===== src/rtl/floor_call_encoder.sv =====
// floor_call_encoder: debounced floor-call buttons turned into round-robin floor requests on a valid/ready handshake
// Ports: clk; rst_n (sync, active-high); BTN[i] raw call for floor i+1; elev_f_o/arrive retire a call;
// req_valid/req_floor/req_ready request handshake; LED pending bitmap. Optional: FLOOR_CALL_CANCEL_EN (second press cancels)
module floor_call_encoder #(
  parameter int DEBOUNCE_CYCLES = 500000,
  parameter int CNT_W = 20
) (
  input  logic       clk,
  input  logic       rst_n,
  input  logic [6:0] BTN,
  input  logic [2:0] elev_f_o,
  input  logic       arrive,
  input  logic       req_ready,
  output logic       req_valid,
  output logic [2:0] req_floor,
  output logic [6:0] LED
);
  typedef enum logic {IDLE, OFFER} state_t;
  state_t state, state_n;
  logic [6:0] sync1, sync2, stable, stable_q, pending, issued, pending_n, issued_n;
  logic [6:0] press, clr, cancel, avail, iss_set, rot;
  logic [CNT_W-1:0] cnt [7];
  logic [2:0] ptr, ptr_n, sel, off, floor_n;
  logic [3:0] sum;
  logic valid_n;
  always_ff @(posedge clk) begin
    if (rst_n) begin
      sync1 <= '0;
      sync2 <= '0;
      stable <= '0;
      stable_q <= '0;
      for (int i = 0; i < 7; i++) cnt[i] <= '0;
    end else begin
      sync1 <= BTN;
      sync2 <= sync1;
      stable_q <= stable;
      for (int i = 0; i < 7; i++) begin
        if (sync2[i] == stable[i]) cnt[i] <= '0;
        else if (cnt[i] == CNT_W'(DEBOUNCE_CYCLES - 1)) begin
          cnt[i] <= '0;
          stable[i] <= ~stable[i];
        end else cnt[i] <= cnt[i] + 1'b1;
      end
    end
  end
  assign press = stable & ~stable_q;
  assign clr = (arrive && elev_f_o != 3'd0) ? 7'(1) << (elev_f_o - 3'd1) : '0;
`ifdef FLOOR_CALL_CANCEL_EN
  logic [6:0] offered;
  assign offered = req_valid ? 7'(1) << (req_floor - 3'd1) : '0;
  assign cancel = press & pending & ~issued & ~offered;
`else
  assign cancel = '0;
`endif
  // a floor being retired or cancelled this cycle must not be picked for a new offer
  assign avail = pending & ~issued & ~clr & ~cancel;
  assign pending_n = (pending | press) & ~cancel & ~clr;
  assign issued_n = (issued | iss_set) & ~clr;
  assign LED = pending;
  always_comb begin
    rot = 7'({avail, avail} >> ptr);
    off = '0;
    for (int k = 6; k >= 0; k--) if (rot[k]) off = 3'(k);
    sum = {1'b0, ptr} + {1'b0, off};
    sel = sum >= 4'd7 ? 3'(sum - 4'd6) : 3'(sum + 4'd1);
    state_n = state;
    valid_n = 1'b0;
    floor_n = '0;
    ptr_n = ptr;
    iss_set = '0;
    if (state == IDLE) begin
      if (|avail) begin
        state_n = OFFER;
        valid_n = 1'b1;
        floor_n = sel;
      end
    end else if (arrive && elev_f_o == req_floor) state_n = IDLE;
    else if (req_ready) begin
      state_n = IDLE;
      iss_set = 7'(1) << (req_floor - 3'd1);
      ptr_n = req_floor;
    end else begin
      valid_n = 1'b1;
      floor_n = req_floor;
    end
  end
  always_ff @(posedge clk) begin
    if (rst_n) begin
      state <= IDLE;
      req_valid <= 1'b0;
      req_floor <= '0;
      ptr <= 3'd7;
      pending <= '0;
      issued <= '0;
    end else begin
      state <= state_n;
      req_valid <= valid_n;
      req_floor <= floor_n;
      ptr <= ptr_n;
      pending <= pending_n;
      issued <= issued_n;
    end
  end
endmodule


===== config.mk =====
export PLATFORM = sky130hd
export DESIGN_NAME = floor_call_encoder
export DESIGN_NICKNAME = d
export VERILOG_FILES = /design/src/rtl/floor_call_encoder.sv
export SDC_FILE = /design/constraint.sdc
export NUM_CORES = 1
export LEC_CHECK = 0
export ABC_CLOCK_PERIOD_IN_PS = 5390
export CAP_MARGIN = 10
export CELL_PAD_IN_SITES_DETAIL_PLACEMENT = 2
export CELL_PAD_IN_SITES_GLOBAL_PLACEMENT = 2
export CORE_UTILIZATION = 36
export CTS_CLUSTER_DIAMETER = 60
export DETAILED_ROUTE_END_ITERATION = 8
export GPL_TIMING_DRIVEN = 0
export PLACE_DENSITY_LB_ADDON = 0.1
export SLEW_MARGIN = 20
export SYNTH_ARGS = -nofsm -noshare
export SYNTH_HDL_FRONTEND = slang
export SYNTH_SLANG_ARGS = --single-unit

===== constraint.sdc =====
create_clock -name clk -period 5.39 [get_ports clk]
set_input_delay 0.539 -clock clk [delete_from_list [all_inputs] [get_ports clk]]
set_output_delay 0.539 -clock clk [all_outputs]
set_load 0.03 [all_outputs]

==> flow_summary.ini, run 1 <==
[yosys]
async_reset_ff_share_pct = 0
post_synth_num_cell_types = 61
seq_area_frac_synth_pct = 53.5
yosysWarnings = 0
postSynthRegisterBits = 189
postSynthCellCount = 927
library_cell_occupying_the_most_area_in_the_post_synthesis_netlist = edfxtp_1
synth-edff-count = 140
postSynthAreaPerCell_um2 = 10.4
synth_area_um2 = 9690
yosys-top-cells-area = edfxtp_1 (43%), dfxtp_1 (10%), xor2_1 (7.5%), nor2_1 (6.7%), xnor2_1 (4.1%)
synth_top_area_share_pct = 43.4
synth_ff_type = edfxtp_1

[job]
max_cap_viol_count = 0

[final_layout]
nFillCells = 2852
layoutNonFillerInstCount = 1456
area_growth_syn_to_layout_pct = 18.4
finalNetCount = 1136
n_antenna_cell = 0
finish.instance_area_um2 = 11500
drive_gt1_share_pct = 4.37

[sta]
worst_slew_margin_rel_pct = 45.3
finClkSkew_ps = 12.0
finalHoldWorstSlack_ps = 441
finalSetupTns_ps = 0
drv_slew = 0
post-route-period-util_pct = 86.8
max_clock_freq_mhz = 214
rsz_0062_raised_after_global_routing = no
period_needed_ps = 4680
report.final.setup_viol = 0
final_number_of_hold_violating_endpoints = 0
tightest_slew_ps = 821

[power]
power_density_nw_per_um2 = 271
vdd_drop_max_v = 0.000175
total_leakage_power_nw = 4.00

[routing]
detailedRoute.firstIterationViolations = 255
avgViaCountPerCell = 4.95
detailedRoute.firstPassIterationCount = 5
route.detailed.drc = 0
average_wire_length_per_cell_after_detail_routing_um = 16.1
wirelength_um = 23400
antenna_violating_nets_post_route = 0
dr_total_vias = 7204

[grt]
grt_pass1_vias = 7865
grt_pass1_wl_um = 39400
grt_use_total_pct = 17.9
grt_max_degree = 17
grt_remaining_overflow = 0
antenna_found_initial = 0

[worst_setup_path]
cp_max_fo = 8
endpoint_kind = register
critical_path.startpoint_type = input pin
worst-r2r-cell-count = 17
worstPathRequired_ps = 5680
critical_path_class = in -> reg
worst_ep_arrival_time_ps = 4970

[placement]
placed_cells_incl_taps = 1425
dpl_cell_area_um2 = 10900
numPortBuffers = 24
gp_congestion = 0.753
dpl.hpwl_um = 17200

[worst_hold_path]
hp-class = reg -> reg
min_delay_path_depth = 1

[floorplan]
die_outline_area_um2 = 27600
die_w_um = 166
start_util_pct = 37.0
design.portCount = 25
fp.dieH_um = 166
floorplan.core_area_um2 = 26200
rows = 59

[clock_network]
count_of_hold_buffers_inserted_by_post_cts_repair = 0
tritoncts_clock_tree = yes
post_cts.resized_instances = 0
max_clock_buf_depth = 2
post-cts-setup-buffers = 0
cts_inserted_buffers = 17
cts_max_level = 4
clk-insertion-delay-late_ps = 440
cts_root_buf = clkbuf_16
cts_sinks = 189
cts.reportedPaths.clkPinSlew_ps = 70

[outcome]
outcome = completed
path summary, 6_finish.rpt:
path,startpoint,end,slack (ps)
setup / recovery,elev_f_o[0],req_floor[1]$_SDFFE_PP0P_,710
hold / removal,sync1[1]$_SDFF_PP0_,sync2[1]$_SDFF_PP0_,440
setup reg to reg,ptr[1]$_SDFFE_PP1P_,req_floor[1]$_SDFFE_PP0P_,1230
hold reg to reg,sync1[1]$_SDFF_PP0_,sync2[1]$_SDFF_PP0_,440
logic make-up (layout without fill, tap and decap cells):
logic type	Yosys count	after routing	share of synthesized area [%]
AOI/OAI and AO/OA	65	65	4.42
and+or+nand+nor	457	457	24.3
buffers and inverters	60	115	2.32
adders and majority gates	13	13	1.76
other	1	140	0.0387
muxes	14	14	2.11
xor gates and xnor gates	128	128	11.6
DFF	189	189	53.5
worst max-delay path, stage by stage:
cell and delay (ps):
clkdlybuf4s50_1 610, and4bb_1 310, or3b_1 420, mux4_2 560
nor2b_4 160, o32ai_2 180, o311a_1 190, ha_1 170
inv_1 60, fa_1 500, inv_1 80, ha_1 220
a221oi_1 440, nor2_1 80, a21oi_1 170, o22ai_1 100
nor2b_1 160
synthesized netlist by cell type (all sizes together), types with 10 or more instances:
library cell and number:
nand4 34, a21oi 25, nor3 32, ha 12, clkbuf 23, nor4 13
dfxtp 49, edfxtp 140, nor2 172, xor2 83, nor2b 25, and4 10
xnor2 45, inv 36, nand3 55, nand2 40, o21ai 12, and3 18
or3 17
where the power goes:
group / internal (mW) / leakage [nW] / switching, mW
combinational: 0.0486 / 1.87 / 0.0746
sequential: 1.61 / 1.84 / 0.0532
clock: 0.735 / 0.283 / 0.582
final cells by class:
class	count	area (µm²)	area share, %
sequential	189	5180	45.2
multi-input combinational	817	4800	41.9
clock buffer	19	433	3.77
tap	335	419	3.65
timing repair buffer	24	240	2.09
clock inverter	12	164	1.43
inverter	36	135	1.18
buffer	24	90.1	0.785
registers in the layout (all words and copies together), names as in the netlist:
signal     cells
ptr            3
sync1          7
sync2          7
LED            7
cnt          140
state          1
stable         7
issued         7
req_floor      3
stable_q       7
through the flow:
| step | utilization, % | power, mW | setup slack [ps] |
|---|---|---|---|
| 3_3_place_gp | 41.5 | 1.81 | 343 |
| 5_1_grt | 43.8 | 3.22 | 432 |
| 4_1_cts | 43.7 | 3.14 | 701 |
| 3_5_place_dp | 41.5 | 1.82 | 254 |
| 2_1_floorplan | - | 1.76 | 1380 |
| 6_report | 43.8 | 3.10 | 711 |
cell usage in the layout (no fill, tap or decap), drive strengths merged, types with 4 or more instances in the layout:
cell and count:
nor2 172, edfxtp 140, conb 140, xor2 83, nand3 55, dfxtp 49, xnor2 45, clkbuf 42
nand2 40, inv 38, nand4 34, nor3 32, a21oi 25, nor2b 25, clkdlybuf4s50 24, and3 18
or3 17, nor4 13, ha 12, o21ai 12, and4 10, mux2i 8, nor3b 8, or3b 8
nand3b 5, mux4 5, clkinv 5, o21a 4, and4b 4
layer usage:
metal,up-vias,global-route usage (%),routed length [µm]
li1,3533,-,-
met5,-,0,0
met1,3598,20.9,10400
met2,55,33.1,12200
met4,0,5.44,298
met3,18,3.10,504
Power figures use the tool's default switching activity.
==> run 2, diff against run 1 <==
Settings changed: SETUP_SLACK_MARGIN set to 0.4.
==> results of run 2 <==
Same layout as run 1: the final DEF is identical, and so are final timing and power.
